File: src/rtl/seg_to_num_decoder.sv
// Seven-segment to BCD decoder with stability filter for display loopback self-check.
// Optional macro SEG_DPT_CHECK_EN adds the decimal points to the compared pattern and flags lit points as bad.
module seg_to_num_decoder #(
    parameter int STABLE_CYCLES = 4,
    parameter int CNT_W         = 8
) (
    input  logic             clk,
    input  logic             rst,
    input  logic [6:0]       seg1,
    input  logic [6:0]       seg2,
    input  logic [6:0]       seg3,
    input  logic             seg1_dpt,
    input  logic             seg2_dpt,
    input  logic             seg3_dpt,
    output logic [3:0]       dig1,
    output logic [3:0]       dig2,
    output logic [3:0]       dig3,
    output logic [2:0]       blank,
    output logic [2:0]       bad,
    output logic             out_valid,
    output logic [CNT_W-1:0] change_cnt
);

    // state  | meaning
    // IDLE   | input matches last committed pattern
    // SETTLE | candidate pattern seen, counting stable edges
    // COMMIT | one-cycle valid pulse, inputs ignored
    typedef enum logic [1:0] {IDLE, SETTLE, COMMIT} state_t;

    localparam logic [7:0] CNT_LAST = 8'(STABLE_CYCLES - 1);

`ifdef SEG_DPT_CHECK_EN
    localparam int PW = 24;
    logic [PW-1:0] pat;
    assign pat = {seg1, seg1_dpt, seg2, seg2_dpt, seg3, seg3_dpt};
`else
    localparam int PW = 21;
    logic [PW-1:0] pat;
    logic          dpt_unused;
    assign pat        = {seg1, seg2, seg3};
    assign dpt_unused = ^{seg1_dpt, seg2_dpt, seg3_dpt};
`endif

    state_t        state;
    logic [PW-1:0] snapshot;
    logic [PW-1:0] cand;
    logic [7:0]    cnt;

    // {blank, bad, digit}
    function automatic logic [5:0] decode(input logic [6:0] s);
        case (s)
            7'b1000000: decode = {2'b00, 4'd0};
            7'b1111001: decode = {2'b00, 4'd1};
            7'b0100100: decode = {2'b00, 4'd2};
            7'b0110000: decode = {2'b00, 4'd3};
            7'b0011001: decode = {2'b00, 4'd4};
            7'b0010010: decode = {2'b00, 4'd5};
            7'b0000010: decode = {2'b00, 4'd6};
            7'b1111000: decode = {2'b00, 4'd7};
            7'b0000000: decode = {2'b00, 4'd8};
            7'b0010000: decode = {2'b00, 4'd9};
            7'b1111111: decode = {2'b10, 4'hF};
            default:    decode = {2'b01, 4'hE};
        endcase
    endfunction

    logic [5:0] dec1, dec2, dec3;

`ifdef SEG_DPT_CHECK_EN
    // A lit decimal point overrides whatever the segments show.
    assign dec1 = cand[16] ? decode(cand[23:17]) : {2'b01, 4'hE};
    assign dec2 = cand[8]  ? decode(cand[15:9])  : {2'b01, 4'hE};
    assign dec3 = cand[0]  ? decode(cand[7:1])   : {2'b01, 4'hE};
`else
    assign dec1 = decode(cand[20:14]);
    assign dec2 = decode(cand[13:7]);
    assign dec3 = decode(cand[6:0]);
`endif

    always_ff @(posedge clk or posedge rst) begin
        if (rst) begin
            state      <= IDLE;
            dig1       <= 4'hF;
            dig2       <= 4'hF;
            dig3       <= 4'hF;
            blank      <= 3'b111;
            bad        <= 3'b000;
            out_valid  <= 1'b0;
            change_cnt <= '0;
            snapshot   <= '1;
            cand       <= '1;
            cnt        <= 8'd0;
        end else begin
            out_valid <= 1'b0;
            case (state)
                IDLE: begin
                    if (pat != snapshot) begin
                        cand  <= pat;
                        cnt   <= 8'd1;
                        state <= SETTLE;
                    end
                end
                SETTLE: begin
                    if (pat == snapshot) begin
                        state <= IDLE;
                    end else if (pat != cand) begin
                        cand <= pat;
                        cnt  <= 8'd1;
                    end else if (cnt == CNT_LAST) begin
                        state     <= COMMIT;
                        out_valid <= 1'b1;
                        snapshot  <= cand;
                        dig1      <= dec1[3:0];
                        dig2      <= dec2[3:0];
                        dig3      <= dec3[3:0];
                        blank     <= {dec3[5], dec2[5], dec1[5]};
                        bad       <= {dec3[4], dec2[4], dec1[4]};
                        if (change_cnt != {CNT_W{1'b1}})
                            change_cnt <= change_cnt + 1'b1;
                    end else begin
                        cnt <= cnt + 8'd1;
                    end
                end
                COMMIT:  state <= IDLE;
                default: state <= IDLE;
            endcase
        end
    end

endmodule

File: config.mk
export PLATFORM = sky130hd
export DESIGN_NAME = seg_to_num_decoder
export DESIGN_NICKNAME = d
export VERILOG_FILES = /design/src/rtl/seg_to_num_decoder.sv
export SDC_FILE = /design/constraint.sdc
export NUM_CORES = 1
export LEC_CHECK = 0
export ABC_AREA = 1
export CAP_MARGIN = 0
export CELL_PAD_IN_SITES_DETAIL_PLACEMENT = 0
export CELL_PAD_IN_SITES_GLOBAL_PLACEMENT = 1
export CORE_UTILIZATION = 35
export DETAILED_ROUTE_END_ITERATION = 16
export HOLD_SLACK_MARGIN = 0.06
export PLACE_DENSITY = 0.79
export SYNTH_ARGS = -nofsm -noshare
export SYNTH_HDL_FRONTEND = slang
export SYNTH_SLANG_ARGS = --single-unit
File: constraint.sdc
create_clock -name clk -period 3.3 [get_ports clk]
set_input_delay 0.99 -clock clk [delete_from_list [all_inputs] [get_ports clk]]
set_output_delay 0.99 -clock clk [all_outputs]
set_load 0.01 [all_outputs]
# ---- Word-level counts from Yosys, hierarchy flattened
# Cells that the tools add are included.
dict set report classes {
  n_addsub 2
  eq_ne 42
  mux 21
  bitwise_logic 2
  n_reduce_logical 10
}
# cell count
set op_table {}
lappend op_table {{6-bit one-hot mux with 11 select lines} 3}
lappend op_table {{7-bit == test, second input constant} 12}
lappend op_table {{7-bit by 5-bit == test with 1-bit output, second input constant} 9}
lappend op_table {{21-bit 2-to-1 mux} 3}
lappend op_table {{7-bit by 6-bit == test with 1-bit output, second input constant} 6}
lappend op_table {{21-bit inequality test} 2}
lappend op_table {{21-bit one-hot mux with 2 select lines} 1}
lappend op_table {{8-bit 2-to-1 mux} 4}
lappend op_table {{21-bit == test} 1}
lappend op_table {{7-bit by 2-bit == test with 1-bit output, second input constant} 3}
lappend op_table {{7-bit zero test} 3}
lappend op_table {{8-bit by 1-bit adder with 8-bit output, second input constant} 2}
lappend op_table {{8-bit one-hot mux with 2 select lines} 1}
lappend op_table {{4-bit AND reduction} 3}
lappend op_table {{3-bit inequality test, second input constant} 3}
lappend op_table {{8-bit by 2-bit == test with 1-bit output, second input constant} 1}
lappend op_table {{2-bit 2-to-1 mux} 4}
lappend op_table {{8-bit inequality test, second input constant} 1}
lappend op_table {{2-bit inequality test, second input constant} 3}
lappend op_table {{5-bit AND reduction} 1}
lappend op_table {{1-bit 2-to-1 mux} 4}
lappend op_table {{2-bit one-hot mux with 2 select lines} 1}
lappend op_table {{3-bit AND reduction} 1}
lappend op_table {{2-bit by 1-bit == test with 1-bit output, second input constant} 1}
lappend op_table {{3 further kinds} 4}
dict set report word_totals {
  ff_bits 79
  wordCells 88
}

# ---- Longest topological paths before layout
dict set report depth {
  word_depth 5
  depth_mapped 14
}

# ---- Worst setup path after synthesis
# No wires, ideal clock.
dict set report synth_timing {
  kind {input -> register}
  start {in seg2[6]}
  end {reg cnt[1]}
  arrival_ns 2.102
  slack_ns 1.077
  stages 13
  path_buffers 1
  cell_sequence {inv_1 -> nand2_1 -> nand2_1 -> nor2_1 -> nand2_1 -> nor2_1 -> nand3_1 -> nand2_1 -> inv_1 -> clkbuf_1 -> nand2_2 -> nand2_1 -> nand2_1}
}
dict set report synth_via {
  elab_chain_cells 4
  elab_cells_between_ends 10
  classes_between {6 x eq/ne; 3 x mux; 1 x reduce/logical}
}
# item line_no
set synth_rtl {}
lappend synth_rtl {{start, declared} 10} ;# input logic [6:0] seg2,
lappend synth_rtl {{21-bit inequality test} 106} ;# end else if (pat != cand) begin
lappend synth_rtl {{8-bit 2-to-1 mux} 106}
lappend synth_rtl {{8-bit 2-to-1 mux} 104} ;# if (pat == snapshot) begin
lappend synth_rtl {{8-bit one-hot mux with 2 select lines} 95} ;# case (state)
lappend synth_rtl {{end signal, assigned} 121} ;# cnt <= cnt + 8'd1;
lappend synth_rtl {{end, declared} 47} ;# logic [7:0] cnt;
# Parallel ways exist; a longest one is shown, timed or not. The select of a mux whose other input is x is not followed.
# A chain may end at the register's enable or synchronous reset.

# ---- Worst setup path in the final report
dict set report layout_timing {
  start {in seg1[3]}
  end {reg change_cnt[6]}
}
dict set report layout_via {
  elab_chain_cells 3
  elab_cells_between_ends 5
  classes_between {2 x eq/ne; 2 x bitwise; 1 x reduce/logical}
}
# item line_no
set layout_rtl {}
lappend layout_rtl {{start, declared} 9} ;# input logic [6:0] seg1,
lappend layout_rtl {{21-bit inequality test / 21-bit == test (equally long branches)} {106, 104}}
lappend layout_rtl {{1-bit inverter (no line)} n/a}
lappend layout_rtl {{5-bit AND reduction (no line) *} n/a}
lappend layout_rtl {{end signal, assigned} 119} ;# change_cnt <= change_cnt + 1'b1;
lappend layout_rtl {{end, declared} 21} ;# output logic [CNT_W-1:0] change_cnt
# Mark *: on every way between the ends. The rest lies on a longest branch, timed or not.

==> metrics <==
largest net degree at the start of global routing=80; Reg area=0.00205 mm²; pre-CTS worst setup slack=roughly 0.16 ns; Routability Congestion=a little under 0.9; outcome=completed; maximum VDD drop=between 0.0002 and 0.00025 V; antenna violations before repair=0; Adder-Cell Fraction of Synth Area=0.00501; Yosys top cell area share=0.300; average vias per placed instance=around 4.8; fraction of layout cells with a size suffix above 1=0.126; crit path DAT=around 3.0 ns; Req. time, crit path=~3.5 ns; IO Port Bufs=49; Max Buffers Root-to-Sink=2; largest family of logic cells by synthesized area=simple AND/OR/NAND/NOR gates; iteration-0 DRC count of the detailed router=269; antenna viol nets, final=0; post-CTS setup buffers=0; vias in the first global route=around 4500; post-synthesis xor/xnor area fraction=0.0246; async set-reset flop share out of synthesis=1.00; PwrDens=between 300 and 400 mW/mm²; GRT Total Usage=0.192; post-synthesis register bit count=79; CP Capture Type=flip-flop; Synth Area in Compound Gates=0.0281; Area Growth Syn to Fin=19.5%; syn avg cell area=about 6.7 µm²; Worst-Margin Slew=roughly 0.53 ns; clk_lat worst skew=around 0.35 ns; CTS buffer count=9; Max Cap Viol=0; first-pass GRT wire length=approximately 22000 µm; slew margin rel.=0.641; CTS root buf=clkbuf_16; clock sinks=79; type of the worst setup path=primary input to flip-flop; Post-synth top flop=dfstp_2; Peak Freq=approximately 0.36 GHz; Site Rows=43; Finished Cell Area=0.00597 mm²; Die Wd=121 µm; Antenna diodes=0; first drt pass iteration count=5; Cells after Synth=between 700 and 800; syn_nets=slightly below 800; Final Cycle Share=0.848; IO Count=53; EDFF count, synth=0; Distinct cells, synth=34; Setup WS post-layout=between 0.5 and 0.6 ns; dominant cell type by area after synthesis=dfstp_2; Final min period=2.80 ns; Yosys warnings=0; Power Total=between 2000 and 2500 µW; Nets=around 830; vias=approximately 4700; post-synthesis simple-gate area fraction=0.438; drt wl/cell=between 10 and 15 µm; Clock Skews=around 0.0085 ns; multiplexer area fraction after synthesis=0; Detail Placement HPWL=approximately 8900 µm; count leader, synth=nand2_1; type of the worst min-delay path=flip-flop to flip-flop; highest fanout seen on the critical path=8; register area share after synthesis=0.410; RSZ-0062 raised after global routing=no; Hold Vio Cnt, Final=0; Initial Utilization=0.360; Final Max Slew Viols=0; global route overflow=0; Setup-failing EPs final=0; Routed Wire Length=12600 µm; top cells by count, synth=331 x nand2_1, 85 x inv_1, 68 x nor2_1; Hold Buf Count CTS=0; dpl cell area=between 0.005 and 0.006 mm²; Core ar.=between 0.01 and 0.015 mm²; DRC Markers=0; # fillers=1419; clock tree from TritonCTS=done; CTS clk-pin slew, worst paths=0.07 ns; Leak=around 0.0031 µW; post-cts sizing count=0; Mapped Area=between 0.004 and 0.005 mm²; crit start category=primary input; largest cells by area after synthesis=dfstp_2 30%, nand2_1 25%, dfrtp_1 11%; H-tree lvl count=3; area of the multi-input gates=around 0.0025 mm²; die area=0.0147 mm²; die height=approximately 120 µm; Total Neg Setup Slack=0 ns
-- cells in the final DEF (no fill, tap or decap) --
master	netlist	routed
a21oi_1	3	3
a31oi_1	1	1
and2_0	1	1
and2_1	1	1
and3_1	1	1
buf_12	0	2
buf_4	7	10
clkbuf_16	0	9
clkdlybuf4s50_1	0	49
clkinv_4	0	2
clkinvlp_4	0	3
dfrtp_1	22	22
dfstp_2	57	57
ha_1	2	2
inv_1	85	84
inv_2	4	5
inv_6	0	2
nand2_1	331	331
nand2_2	2	2
nand2_4	1	1
nand3_1	66	66
nand3_2	1	1
nand3b_1	5	5
nand4_1	19	19
nand4_4	1	1
nor2_1	68	68
nor2_2	1	1
nor2_4	4	4
nor3_1	11	11
nor3b_1	1	1
nor4_2	1	1
o2111ai_1	1	1
o21ai_0	22	22
xnor2_1	8	8
xor2_1	6	6
-- area by class of cell --
type | count | share of cell area
multi-input combinational | 558 | 0.414
sequential | 79 | 0.343
timing repair buffer | 61 | 0.101
inverter | 89 | 0.0560
clock buffer | 9 | 0.0377
tap | 180 | 0.0377
clock inverter | 7 | 0.00964
-- critical path: stages --
cell and delay, ns:
clkdlybuf4s50_1 0.54, inv_1 0.07, nand2_1 0.06, nand2_1 0.06, nor2_1 0.14, nand2_1 0.14
nor2_4 0.19, inv_1 0.07, nor2_2 0.20, nand4_1 0.35, nand2_1 0.16, nand2_1 0.06
-- registers in the layout, indices dropped and copies added, names as in the netlist --
| name | count |
|---|---|
| dig3 | 4 |
| blank | 3 |
| out_valid | 1 |
| dig1 | 4 |
| snapshot | 21 |
| change_cnt | 8 |
| state | 2 |
| dig2 | 4 |
| cand | 21 |
| bad | 3 |
| cnt | 8 |
-- per-layer routing --
layer	routed length, µm	track usage	vias up
met2	5770	0.301	100
met3	472	0.0461	8
li1	-	-	2415
met5	0	0	-
met1	6250	0.264	2157
met4	112	0.0494	0
-- report_power, final --
part	internal, µW	total, µW	switching (µW)
Sequential	996	1020	27.0
Combinational	68.1	176	108
Clock	517	955	438
-- stage by stage --
step | util | hold slack (ns) | std cells
floorplan | - | 0.449 | 750
global placement | 0.410 | 0.452 | 967
detailed placement | 0.410 | 0.453 | 967
CTS | 0.430 | 0.464 | 983
global route | 0.430 | 0.483 | 983
finish | 0.430 | 0.460 | 983
-- path summary, 6_finish.rpt --
| check | startpoint | endpoint | slack [ns] | cells after the start |
|---|---|---|---|---|
| max | seg1[3] | change_cnt[6] | 0.50 | 12 |
| min | dig1[2] | dig1[2] | 0.46 | 2 |
| max reg2reg | cand[17] | change_cnt[6] | 1.09 | 11 |
| min reg2reg | dig1[2] | dig1[2] | 0.46 | 2 |
| max in group asynchronous | rst | cand[17] | 1.87 | 3 |
| min in group asynchronous | rst | change_cnt[1] | 1.04 | 3 |
-- logic make-up after synthesis --
logic type	count (synthesis)
AO/OA/AOI/OAI	27
XOR/XNOR	14
adder cells (fa/ha/maj)	2
buffers and inverters	113
flip-flops	79
AND/OR/NAND/NOR	515
Power figures use the tool's default switching activity.
